File: src/rtl/uart_mem_bridge_pkg.sv
// uart_mem_bridge shared types and protocol constants.
// UART_MEM_BRIDGE_ACK_EN adds the RESP state for ACK/NAK replies.
package uart_mem_bridge_pkg;

    localparam int BIT_WIDTH = 32;
    localparam int ADDR_W    = 7;

    localparam logic [7:0] CMD_WRITE = 8'h57;
    localparam logic [7:0] CMD_READ  = 8'h52;
    localparam logic [7:0] ACK_BYTE  = 8'h06;
    localparam logic [7:0] NAK_BYTE  = 8'h15;

    typedef enum logic [2:0] {
        ST_IDLE,
        ST_ADDR,
        ST_DATA,
        ST_WRITE,
        ST_READ,
        ST_SEND
`ifdef UART_MEM_BRIDGE_ACK_EN
        ,
        ST_RESP
`endif
    } state_e;

endpackage

File: src/rtl/uart_mem_bridge_if.sv
// Bundle of UART byte streams and RAM UART-port signals.
// master = bridge side, slave = UART/RAM side.
interface uart_mem_bridge_if;
    import uart_mem_bridge_pkg::*;

    logic [7:0]           rx_data;
    logic                 rx_valid;
    logic [7:0]           tx_data;
    logic                 tx_valid;
    logic                 tx_ready;
    logic [ADDR_W-1:0]    ADDR_UART;
    logic [BIT_WIDTH-1:0] WRITE_UART;
    logic                 W_UART;
    logic [BIT_WIDTH-1:0] READ_UART;
    logic                 busy;

    modport master (
        input  rx_data, rx_valid, tx_ready, READ_UART,
        output tx_data, tx_valid, ADDR_UART, WRITE_UART,
        output W_UART, busy
    );

    modport slave (
        output rx_data, rx_valid, tx_ready, READ_UART,
        input  tx_data, tx_valid, ADDR_UART, WRITE_UART,
        input  W_UART, busy
    );

endinterface

File: src/rtl/uart_mem_bridge_serializer.sv
// word_serializer: loads a 32-bit word and emits it as four
// little-endian bytes over valid/ready, pulsing done on the last.
module word_serializer
    import uart_mem_bridge_pkg::*;
(
    input  logic                 clk,
    input  logic                 rst,
    input  logic                 load,
    input  logic [BIT_WIDTH-1:0] word,
    output logic [7:0]           byte_data,
    output logic                 valid,
    input  logic                 ready,
    output logic                 done
);

    logic [BIT_WIDTH-1:0] sreg;
    logic [1:0]           cnt;
    logic                 vld;

    // Shift register advances one byte per accepted handshake.
    always_ff @(posedge clk) begin
        if (rst) begin
            sreg <= '0;
            cnt  <= '0;
            vld  <= 1'b0;
        end else if (load) begin
            sreg <= word;
            cnt  <= '0;
            vld  <= 1'b1;
        end else if (vld && ready) begin
            sreg <= sreg >> 8;
            cnt  <= cnt + 2'd1;
            if (cnt == 2'd3) begin
                vld <= 1'b0;
            end
        end
    end

    assign byte_data = sreg[7:0];
    assign valid     = vld;
    assign done      = vld && ready && (cnt == 2'd3);

endmodule

File: src/rtl/uart_mem_bridge.sv
// uart_mem_bridge: byte-protocol bridge from UART to the RAM UART port.
// Define UART_MEM_BRIDGE_ACK_EN to reply ACK after writes, NAK on bad commands.
module uart_mem_bridge
    import uart_mem_bridge_pkg::*;
(
    input  logic              clk,
    input  logic              rst,
    uart_mem_bridge_if.master bus
);

    state_e               state_q;
    state_e               state_d;
    logic [ADDR_W-1:0]    addr_q;
    logic [BIT_WIDTH-1:0] wdata_q;
    logic [1:0]           cnt_q;
    logic                 wr_cmd_q;
    logic                 cmd_known;

    logic                 ser_load;
    logic [7:0]           ser_byte;
    logic                 ser_valid;
    logic                 ser_done;

`ifdef UART_MEM_BRIDGE_ACK_EN
    logic                 nak_q;
`endif

    assign cmd_known = (bus.rx_data == CMD_WRITE) ||
                       (bus.rx_data == CMD_READ);

    // Protocol state register.
    always_ff @(posedge clk) begin
        if (rst) begin
            state_q <= ST_IDLE;
        end else begin
            state_q <= state_d;
        end
    end

    // Command, address and little-endian data capture.
    always_ff @(posedge clk) begin
        if (rst) begin
            addr_q   <= '0;
            wdata_q  <= '0;
            cnt_q    <= '0;
            wr_cmd_q <= 1'b0;
`ifdef UART_MEM_BRIDGE_ACK_EN
            nak_q    <= 1'b0;
`endif
        end else begin
            case (state_q)
                ST_IDLE: begin
                    if (bus.rx_valid) begin
                        wr_cmd_q <= (bus.rx_data == CMD_WRITE);
`ifdef UART_MEM_BRIDGE_ACK_EN
                        nak_q    <= !cmd_known;
`endif
                    end
                end
                ST_ADDR: begin
                    if (bus.rx_valid) begin
                        addr_q <= bus.rx_data[ADDR_W-1:0];
                        cnt_q  <= '0;
                    end
                end
                ST_DATA: begin
                    if (bus.rx_valid) begin
                        wdata_q <= {bus.rx_data, wdata_q[BIT_WIDTH-1:8]};
                        cnt_q   <= cnt_q + 2'd1;
                    end
                end
`ifdef UART_MEM_BRIDGE_ACK_EN
                ST_WRITE: begin
                    nak_q <= 1'b0;
                end
`endif
                default: begin
                end
            endcase
        end
    end

    // Next-state decode; bytes outside IDLE/ADDR/DATA are dropped.
    always_comb begin
        state_d  = state_q;
        ser_load = 1'b0;
        case (state_q)
            ST_IDLE: begin
                if (bus.rx_valid) begin
                    if (cmd_known) begin
                        state_d = ST_ADDR;
                    end else begin
`ifdef UART_MEM_BRIDGE_ACK_EN
                        state_d = ST_RESP;
`else
                        state_d = ST_IDLE;
`endif
                    end
                end
            end
            ST_ADDR: begin
                if (bus.rx_valid) begin
                    state_d = wr_cmd_q ? ST_DATA : ST_READ;
                end
            end
            ST_DATA: begin
                if (bus.rx_valid && (cnt_q == 2'd3)) begin
                    state_d = ST_WRITE;
                end
            end
            ST_WRITE: begin
`ifdef UART_MEM_BRIDGE_ACK_EN
                state_d = ST_RESP;
`else
                state_d = ST_IDLE;
`endif
            end
            ST_READ: begin
                ser_load = 1'b1;
                state_d  = ST_SEND;
            end
            ST_SEND: begin
                if (ser_done) begin
                    state_d = ST_IDLE;
                end
            end
`ifdef UART_MEM_BRIDGE_ACK_EN
            ST_RESP: begin
                if (bus.tx_ready) begin
                    state_d = ST_IDLE;
                end
            end
`endif
            default: begin
                state_d = ST_IDLE;
            end
        endcase
    end

    word_serializer u_ser (
        .clk       (clk),
        .rst       (rst),
        .load      (ser_load),
        .word      (bus.READ_UART),
        .byte_data (ser_byte),
        .valid     (ser_valid),
        .ready     (bus.tx_ready),
        .done      (ser_done)
    );

    assign bus.ADDR_UART  = addr_q;
    assign bus.WRITE_UART = wdata_q;
    assign bus.W_UART     = (state_q == ST_WRITE);
    assign bus.busy       = (state_q != ST_IDLE);

`ifdef UART_MEM_BRIDGE_ACK_EN
    assign bus.tx_valid = ser_valid || (state_q == ST_RESP);
    assign bus.tx_data  = (state_q == ST_RESP) ?
                          (nak_q ? NAK_BYTE : ACK_BYTE) : ser_byte;
`else
    assign bus.tx_valid = ser_valid;
    assign bus.tx_data  = ser_byte;
`endif

endmodule

File: src/flat_wrapper.sv
// flat-port wrapper written by rule: the top's interface ports become plain ports
module uart_mem_bridge_flat import uart_mem_bridge_pkg::*;
  (clk, rst, bus_rx_data, bus_rx_valid, bus_tx_ready, bus_READ_UART, bus_tx_data, bus_tx_valid, bus_ADDR_UART, bus_WRITE_UART, bus_W_UART, bus_busy);
  uart_mem_bridge_if bus_i ();
  input  logic clk;
  input  logic rst;
  input wire logic [$bits(bus_i.rx_data)-1:0] bus_rx_data;
  input wire logic [$bits(bus_i.rx_valid)-1:0] bus_rx_valid;
  input wire logic [$bits(bus_i.tx_ready)-1:0] bus_tx_ready;
  input wire logic [$bits(bus_i.READ_UART)-1:0] bus_READ_UART;
  output wire logic [$bits(bus_i.tx_data)-1:0] bus_tx_data;
  output wire logic [$bits(bus_i.tx_valid)-1:0] bus_tx_valid;
  output wire logic [$bits(bus_i.ADDR_UART)-1:0] bus_ADDR_UART;
  output wire logic [$bits(bus_i.WRITE_UART)-1:0] bus_WRITE_UART;
  output wire logic [$bits(bus_i.W_UART)-1:0] bus_W_UART;
  output wire logic [$bits(bus_i.busy)-1:0] bus_busy;
  assign bus_i.rx_data = bus_rx_data;
  assign bus_i.rx_valid = bus_rx_valid;
  assign bus_i.tx_ready = bus_tx_ready;
  assign bus_i.READ_UART = bus_READ_UART;
  assign bus_tx_data = bus_i.tx_data;
  assign bus_tx_valid = bus_i.tx_valid;
  assign bus_ADDR_UART = bus_i.ADDR_UART;
  assign bus_WRITE_UART = bus_i.WRITE_UART;
  assign bus_W_UART = bus_i.W_UART;
  assign bus_busy = bus_i.busy;
  uart_mem_bridge u_core (.clk(clk), .rst(rst), .bus(bus_i));
endmodule
File: config.mk
export PLATFORM = sky130hd
export DESIGN_NAME = uart_mem_bridge_flat
export DESIGN_NICKNAME = d
export VERILOG_FILES = /design/src/rtl/uart_mem_bridge_pkg.sv /design/src/rtl/uart_mem_bridge_if.sv /design/src/rtl/uart_mem_bridge_serializer.sv /design/src/rtl/uart_mem_bridge.sv /design/src/flat_wrapper.sv
export SDC_FILE = /design/constraint.sdc
export NUM_CORES = 1
export LEC_CHECK = 0
export ABC_AREA = 1
export BUFFER_PORTS_ARGS = -buffer_cell sky130_fd_sc_hd__buf_2
export CAP_MARGIN = 20
export CORE_MARGIN = 5
export CORE_UTILIZATION = 50
export DETAILED_ROUTE_END_ITERATION = 12
export HOLD_SLACK_MARGIN = 0.02
export PLACE_DENSITY = 0.77
export SKIP_LAST_GASP = 1
export SLEW_MARGIN = 30
export SYNTH_ARGS = -nofsm -noshare
export SYNTH_HDL_FRONTEND = slang
export SYNTH_SLANG_ARGS = --single-unit
File: constraint.sdc
create_clock -name clk -period 2.9 [get_ports clk]
set_input_delay 0.87 -clock clk [delete_from_list [all_inputs] [get_ports clk]]
set_output_delay 0.87 -clock clk [all_outputs]
set_load 0.05 [all_outputs]
After elaboration in Yosys (flattened, before gate mapping) --
Index checks and enable logic that the tools add are counted.
Cells by class: reductions and logical operators 16, add/sub/neg operators 2, muxes and demuxes 16, eq/ne operators 14
Operator list (number):
- 32-bit two-way mux | 2
- 8-bit by 7-bit == test with 1-bit output, second input constant | 2
- 3-bit two-way mux | 5
- 3-bit one-hot mux with 5 select lines | 1
- 2-bit AND reduction | 4
- 3-bit by 2-bit == test with 1-bit output, second input constant | 2
- 3-bit == test, second input constant | 2
- 2-bit != test, second input constant | 3
- 2-bit nonzero test | 3
- 1-bit two-way mux | 5
- 2-bit by 1-bit adder with 2-bit output, second input constant | 2
- 2-bit == test, second input constant | 2
- 2-bit two-way mux | 2
- 2-bit by 1-bit != test with 1-bit output, second input constant | 2
- 2-bit one-hot mux with 2 select lines | 1
- 4-bit AND reduction | 1
- 3-bit by 1-bit == test with 1-bit output, second input constant | 1
- 1-bit logical AND | 3
- 3-bit zero test | 1
- 3-bit AND reduction | 1
- 3-bit nonzero test | 1
- 2-bit OR reduction | 1
- 1-bit logical OR | 1
Word-level totals: flip-flop bits (word level) 80, input bits 44

Depth between registers and ports, before layout --
Gate-level depths: netlist of the first run.
depth after elaboration 5, depth in mapped cells 7, gate-level depth less buffers 7

By module --
A second synthesis of the first run with hierarchy kept.
Second synthesis, totals: cells, all modules 477, area, all modules 3766.1 µm²
Modules (own cells, without submodules):
- uart_mem_bridge | cells each 230, times used 1, area each 1938.1 µm²
- word_serializer | cells each 247, times used 1, area each 1828.0 µm²

Worst setup path before layout of the first run --
No wires, ideal clock.
path type register to output, from register u_core.state_q[0], to output port bus_W_UART, cell stages (with the launch flop) 3, slack 0.424 ns, data required time 2.030 ns, arrival 1.606 ns, path through dfxtp_1 -> inv_2 -> nor3_1
Between the ends: word-level cells in the longest chain between the ends 1
Ends and longest elaborated chain:
- from (decl) | line uart_mem_bridge.sv:11 | state_e state_q;
- from (signal assigned) | line uart_mem_bridge.sv:36 | state_q <= state_d;
- 3-bit by 2-bit == test with 1-bit output | line uart_mem_bridge.sv:153 | assign bus.W_UART = (state_q == ST_WRITE);
- to (decl) | line flat_wrapper.sv:15 | output wire logic [$bits(bus_i.W_UART)-1:0] bus_W_UART;
No other way between the ends.

Worst setup path after layout of the first run --
Ends and elaborated chain as after synthesis.

==> run metrics, run 1 <==
unrepaired setup endpoints after global routing false; cell row count 30; Chip Width between 90 and 100 µm; slowest cell on the critical path dfxtp_1; Arr. time, crit path around 1.5 ns; clock buffer depth 2; pins over their slew limit 0; first-pass GRT wire length 12380 µm; Critical Path Fanout Max 7; initial detailed-routing violation count approximately 130; CP Depth 3; pwr dens approximately 590 mW/mm²; Synth Area in Adders less than 1%; area of the multi-input gates ~0.0015 mm²; worst reg2reg path depth 6; crit path time final between 2 and 2.5 ns; Util after Layout 59.03%; Mapped Area approximately 0.0034 mm²; Worst Skew slightly above 0.01 ns; FF-to-FF End u_core.u_ser.sreg[25]; Final setup violation count 0; Vias per Instance around 5.1; IO Port Bufs 93; total wire length between 7000 and 8000 µm; outcome complete, no violations; Async S/R FF share, synth 0%; warnings from Yosys 0; Final ANT Viol Nets 0; cells after synthesis 424; fmax around 430 MHz; Worst Slack Setup Final ~0.56 ns; root buf cell clkbuf_8; CP max stage delay a little under 0.5 ns; WP buf/inv 2; largest family of logic cells by synthesized area simple AND/OR/NAND/NOR gates; largest net degree at the start of global routing 52; initial antenna violation count 0; vias in the first global route 2767; nets ~550; via count between 2000 and 3000; hpwl dp around 5200 µm; pre-CTS setup slack 0.6841 ns; floorplan core area between 0.006 and 0.007 mm²; CTS Sinks 80; proportion of layout cells with a drive suffix above 1 31.15%; Filler cells 652; Layout area overhead 16.87%; post-synthesis sequential area ratio a little under half; R2R Setup Slk around 1.1 ns; CP Capture Type primary output; grt total ovfl 0; HP Class flop to flop; routability cong. ~0.80; critical path launch point type flop; crit path cell chain inv_2 -> nor3_1 -> buf_2; xor/xnor share of the synthesized area less than 1%; Top delay family on crit path flip-flops; worst path required time roughly 2.0 ns; TritonRoute pass-1 iters 4; Routed WL per cell roughly 13 µm; Reg clk slew, reported paths 0.08 ns; DR DRC count 0; register area around 0.0016 mm²; max cap viols 0; crit share post-route between 80% and 90%; syn nets 470; Synth cell types 32; number of enable flip-flop cells after synthesis 0; crit path to bus_W_UART; Tot GR Track Use 17.80%; CTS tree built; Post-CTS Hold Fix Bufs 0; Setup Total Neg Slack 0 ns; Post-Syn Area per Cell ~8.0 µm²; diode count 0; simple logic cell fraction of the synthesized area approximately 24%; Die ar. around 0.0085 mm²; kind of critical path flop to primary output; post-synthesis mux area share 0%; clock latency on the worst-skew pair between 0.3 and 0.4 ns; flops & latches, synth 80; post-cts resize count 0; CTS buffer count 9; Die H a little over 90 µm; Post-CTS Repair Setup Buffers 0; Fin. Hold Viols 0; IR drop worst, VDD 0.2583 mV; H-tree depth 3; starting density of the core roughly half; I/O pins 94; Slew @ Worst Pin about 0.53 ns; Synth Flop Type dfxtp_1; relative slew slack between 60 and 70%; CP startpoint u_core.state_q[0]; Critical R2R Launch u_core.state_q[0]; post-synthesis compound-gate area fraction 18.84%; Lkg Pwr ~1.6 nW
-- power by group --
group | switching [mW] | internal [mW]
clock | 0.396 | 0.331
sequential | 0.0400 | 1.16
combinational | 0.289 | 0.121
-- routing by layer --
metal  track usage [%]  part of all wire [%]
met3             3.281                   3.3
met2             28.89                    47
met5                 0                     0
met1             22.85                    48
met4             8.292                   1.5
-- cells in the mapped netlist (4+ instances only) --
cell      instances  share of area (%)
dfxtp_1          80                 47
nand2_1          71                7.9
nor2_1           71                7.9
o21ai_1          30                4.4
nand3_1          25                3.7
o21ai_0          20                3.0
a21oi_1          15                2.2
inv_1            13                1.4
a31oi_1          12                2.2
a31oi_2          12                4.4
buf_4            12                2.7
nand2_2          12                2.2
buf_2            10                1.5
a21oi_2           8                2.1
clkbuf_1          6               0.67
inv_2             4               0.44
-- metrics by stage --
| stage | hold WS, ns | area [µm²] | total power [mW] | instances |
|---|---|---|---|---|
| 2_1_floorplan | 0.4289 | 3374 | 1.568 | 424 |
| 3_3_place_gp | 0.4302 | 3770 | 1.621 | 568 |
| 3_5_place_dp | 0.4393 | 3770 | 1.633 | 568 |
| 4_1_cts | 0.4509 | 3944 | 2.357 | 584 |
| 5_1_grt | 0.4788 | 3944 | 2.448 | 584 |
| 6_report | 0.4476 | 3944 | 2.335 | 584 |
-- worst min path at each step --
stage | startpoint | endpoint | slack [ns] | depth (start not counted)
2_1_floorplan | u_core.cnt_q[0] | u_core.cnt_q[0] | 0.43 | 1
3_3_place_gp | u_core.bus.ADDR_UART[5] | u_core.bus.ADDR_UART[5] | 0.43 | 2
3_5_place_dp | u_core.bus.ADDR_UART[2] | u_core.bus.ADDR_UART[2] | 0.44 | 2
4_1_cts | u_core.bus.ADDR_UART[2] | u_core.bus.ADDR_UART[2] | 0.45 | 2
5_1_grt | u_core.bus.ADDR_UART[1] | u_core.bus.ADDR_UART[1] | 0.48 | 2
6_report | u_core.bus.ADDR_UART[2] | u_core.bus.ADDR_UART[2] | 0.45 | 2
-- cell type report --
type,count,area share [%]
well taps,80,2.538
repair buffers,97,12.56
clock inverters,5,0.8249
inverters,19,1.967
flip-flops and latches,80,40.61
multi-input cells,292,37.91
clock buffers,11,3.585
-- layout by cell type (no fill, tap or decap), drive strengths merged --
| master | n |
|---|---|
| clkinv | 3 |
| clkinvlp | 3 |
| a31oi | 24 |
| inv | 18 |
| dfxtp | 80 |
| nand3 | 27 |
| a211oi | 1 |
| nand2 | 84 |
| a21oi | 23 |
| buf | 97 |
| xor2 | 1 |
| o21bai | 1 |
| nor2 | 74 |
| ha | 2 |
| nand4 | 2 |
| nor3 | 2 |
| clkbuf | 11 |
| or2 | 1 |
| o21ai | 50 |
-- state kept, by name, summed over array words and instances, names as in the netlist --
name,flops
u_core.bus.WRITE_UART,32
u_core.u_ser.sreg,32
u_core.bus.ADDR_UART,7
u_core.state_q,3
u_core.cnt_q,2
u_core.u_ser.cnt,2
u_core.u_ser.valid,1
u_core.wr_cmd_q,1
-- worst min-delay path: cells and delay by family (launching register included) --
family                 cells  cell delay [ns]
AOI/OAI and AO/OA          1             0.05
buffers and inverters      1             0.05
DFF                        1             0.31
-- kinds of logic (layout without fill, tap and decap cells) --
family,Yosys count,after routing
buffers and inverters,52,132
adder cells (fa/ha/maj),2,2
AND/OR/NAND/NOR,190,190
AO/OA/AOI/OAI,99,99
XOR/XNOR,1,1
flip-flops,80,80
Power figures use the tool's default switching activity.
==> run 2, diff against run 1 <==
--- a/config.mk
+++ b/config.mk
@@ -5,14 +5,14 @@
 export SDC_FILE = /design/constraint.sdc
 export NUM_CORES = 1
 export LEC_CHECK = 0
-export ABC_AREA = 1
+export ABC_AREA = 0
 export BUFFER_PORTS_ARGS = -buffer_cell sky130_fd_sc_hd__buf_2
 export CAP_MARGIN = 20
 export CORE_MARGIN = 5
-export CORE_UTILIZATION = 50
+export CORE_UTILIZATION = 46
 export DETAILED_ROUTE_END_ITERATION = 12
 export HOLD_SLACK_MARGIN = 0.02
-export PLACE_DENSITY = 0.77
+export PLACE_DENSITY = 0.75
 export SKIP_LAST_GASP = 1
 export SLEW_MARGIN = 30
 export SYNTH_ARGS = -nofsm -noshare
==> constraint.sdc (replaced) <==
create_clock -name clk -period 2 [get_ports clk]
set_input_delay 0.6 -clock clk [delete_from_list [all_inputs] [get_ports clk]]
set_output_delay 0.6 -clock clk [all_outputs]
set_load 0.05 [all_outputs]
==> run 2 against run 1 <==
Compared with the run above:
- via count grew 4.7%
- setup slack got worse by 0.50 ns
- non-clock buffer count rose by 9
- critical path depth is 1 lower
- final cell count increased by 1.2%
==> run metrics, run 2 <==
cell row count 31 (+3.3%); vias in the first global route 2857 (+3.3%); cells after synthesis 417 (-1.7%); Setup Total Neg Slack 0 ns (unchanged); register area 0.001605 mm² (+0.23%); nets 533 (-2.2%); Yosys top cell area share 48.27% (+0.81 points); Worst Skew 0.008780 ns (-0.001458 ns); number of enable flip-flop cells after synthesis 0 (unchanged); warnings from Yosys 0 (unchanged); Tot GR Track Use 18.37% (+0.57 points); leading cell type in the layout, fill and taps excluded nand2_1; outcome complete, no violations; most frequent cells in the layout 115 x nand2_1, 92 x buf_2, 77 x dfxtp_1; pins over their slew limit 0 (unchanged); largest net degree at the start of global routing 57 (+9.6%); Async S/R FF share, synth 0% (unchanged); Mapped Area 0.003318 mm² (-1.7%); H-tree depth 3 (unchanged); Arr. time, crit path 1.34 ns (-0.13 ns); Synth Flop Type dfxtp_1; Critical Path Fanout Max 8 (+1); kind of critical path flop to primary output; I/O pins 94 (unchanged); root buf cell clkbuf_8; CP Capture Type primary output; IO Port Bufs 93 (unchanged); Critical R2R Launch u_core.state_q[2]; pwr dens 797.0 mW/mm² (+35%); initial detailed-routing violation count 138 (+9.5%); CTS tree built; Chip Width 94.93 µm (+3.0%); Synth cell types 37 (+16%); proportion of layout cells with a drive suffix above 1 26.02% (-5.1 points); crit path time final 1.939 ns; Die ar. 0.009012 mm² (+6.1%); initial antenna violation count 1 (+1); unrepaired setup endpoints after global routing false; critical path launch point type flop; TritonRoute pass-1 iters 4 (unchanged); crit share post-route 96.96%; Reg clk slew, reported paths 0.09 ns (about the same); clock latency on the worst-skew pair 0.35 ns (about the same); starting density of the core 46.49% (-4.0 points); Hold Path Sink u_core.bus.WRITE_UART[7]; worst hold path depth 2 (unchanged); relative slew slack 65.27% (+0.32 points); largest area contributor in the netlist dfxtp_1; FF-to-FF End u_core.u_ser.sreg[18]; max cap viols 0 (unchanged); syn nets 463 (-1.5%); fmax between 500 and 600 MHz; Lkg Pwr 1.580 nW (-4.1%); most frequent cell after synthesis nand2_1; CTS buffer count 9 (unchanged); Die H 94.93 µm (+3.0%); Routed WL per cell 13.65 µm (+6.3%); via count 3097 (+4.7%); diode count 0 (unchanged); area of the multi-input gates 0.001478 mm² (-1.2%); flops & latches, synth 80 (unchanged); Filler cells 718 (+10%); Layout area overhead 21.08%; R2R Setup Slk 0.39 ns (-0.73 ns); Hold Crit Start u_core.bus.WRITE_UART[7]; total wire length 8065 µm (+7.6%); Synth top cells by count 115 x nand2_1, 80 x dfxtp_1, 51 x a21oi_1; Final setup violation count 0 (unchanged); Final ANT Viol Nets 0 (unchanged); floorplan core area 0.007137 mm² (+6.8%); Fin. Hold Viols 0 (unchanged); worst path required time 1.40 ns (-0.63 ns); worst reg2reg path depth 4 (-2); Slew @ Worst Pin 0.5210 ns (-0.004059 ns); grt total ovfl 0 (unchanged); DR DRC count 0 (unchanged); routability cong. 0.7618 (-4.6%); IR drop worst, VDD 0.4735 mV (+83%); post-synthesis sequential area ratio 48.27% (+0.81 points); hpwl dp 5375 µm (+2.9%); Util after Layout 56.29% (-2.7 points); Synth area leaders dfxtp_1 48%, nand2_1 13%, a21oi_1 7.7%; Post-Syn Area per Cell 7.957 µm² (about the same); clock buffer depth 2 (unchanged); Vias per Instance 5.240 (+3.5%); Post-CTS Repair Setup Buffers 0 (unchanged); HP Class flop to flop; first-pass GRT wire length 13080 µm (+5.6%); CTS Sinks 80 (unchanged)
[run 2: changes by cell type in the layout (fill, tap and decap cells not counted), moves of 12 or more]
cell | previous run | this run
o21ai_1 | 30 | 1
nor2_1 | 71 | 28
nand2_2 | 12 | 0
a21oi_1 | 15 | 51
a31oi_2 | 12 | 0
a311oi_1 | 0 | 24
o21ai_0 | 20 | 2
nand2_1 | 71 | 115
[run 2: metrics by stage]
| step | hold WS [ns] | instance area, µm² | cells | power, mW | worst slack (ns) |
|---|---|---|---|---|---|
| 6_report | 0.4558 | 4018 | 591 | 3.202 | 0.06080 |
| 5_1_grt | 0.4761 | 4018 | 591 | 3.346 | 0.01007 |
| 4_1_cts | 0.4569 | 4014 | 591 | 3.241 | 0.02080 |
| 3_5_place_dp | 0.4454 | 3799 | 575 | 1.979 | 0.2405 |
| 3_3_place_gp | 0.4403 | 3799 | 575 | 1.974 | 0.2803 |
| 2_1_floorplan | 0.4481 | 3318 | 417 | 1.894 | 0.01595 |
[run 2: routing by layer]
layer / up-vias / wire length [µm] / track usage (%)
met5: - / 7 / 0
met1: 1430 / 3737 / 24.62
met2: 91 / 3595 / 27.30
met4: 2 / 148 / 7.933
met3: 14 / 576 / 5.498
li1: 1560 / - / -
[run 2: cell type report]
| type | count | area share [%] |
|---|---|---|
| clock buffer | 10 | 3.426 |
| timing repair buffer | 106 | 14.70 |
| sequential | 80 | 39.96 |
| clock inverter | 6 | 1.869 |
| inverter | 2 | 0.1869 |
| multi-input combinational | 288 | 36.78 |
| tap | 99 | 3.083 |
[run 2: worst max-delay path, stage by stage, from the launching register on]
cell,delay [ns]
dfxtp_2,0.38
or3_1,0.40
buf_4,0.20
[run 2: cells by family (layout without fill, tap and decap cells)]
group                    Yosys count  after routing  share of synthesized area [%]
adder cells (fa/ha/maj)            2              2                         0.7540
multiplexers                       1              1                         0.3017
flip-flops                        80             80                          48.27
XOR/XNOR                           2              2                         0.5280
buffers and inverters             49            124                          7.654
AND/OR/NAND/NOR                  200            200                          26.77
AO/OA/AOI/OAI                     83             83                          15.72
[run 2: worst max-delay path by stage]
stage	from	to	slack, ns	cells after the start
finish	u_core.state_q[2]	bus_busy	0.06	2
global route	u_core.state_q[2]	bus_busy	0.01	2
CTS	u_core.state_q[0]	bus_busy	0.02	2
detailed placement	bus_rx_valid	u_core.wr_cmd_q	0.24	4
global placement	bus_rx_valid	u_core.wr_cmd_q	0.28	4
floorplan	u_core.state_q[0]	bus_W_UART	0.02	3
[run 2: what timing repair did]
action,CTS,global route
endpoints found under the hold margin,0,0
resized for setup,2,3
hold buffers,0,0
gates cloned,0,0
setup endpoints to repair,2,1
[run 2: power by group]
part	internal [mW]	total, mW	switching (mW)
clock	0.628	1.26	0.629
combinational	0.100	0.288	0.188
sequential	1.63	1.66	0.0251
total	2.36	3.20	0.842
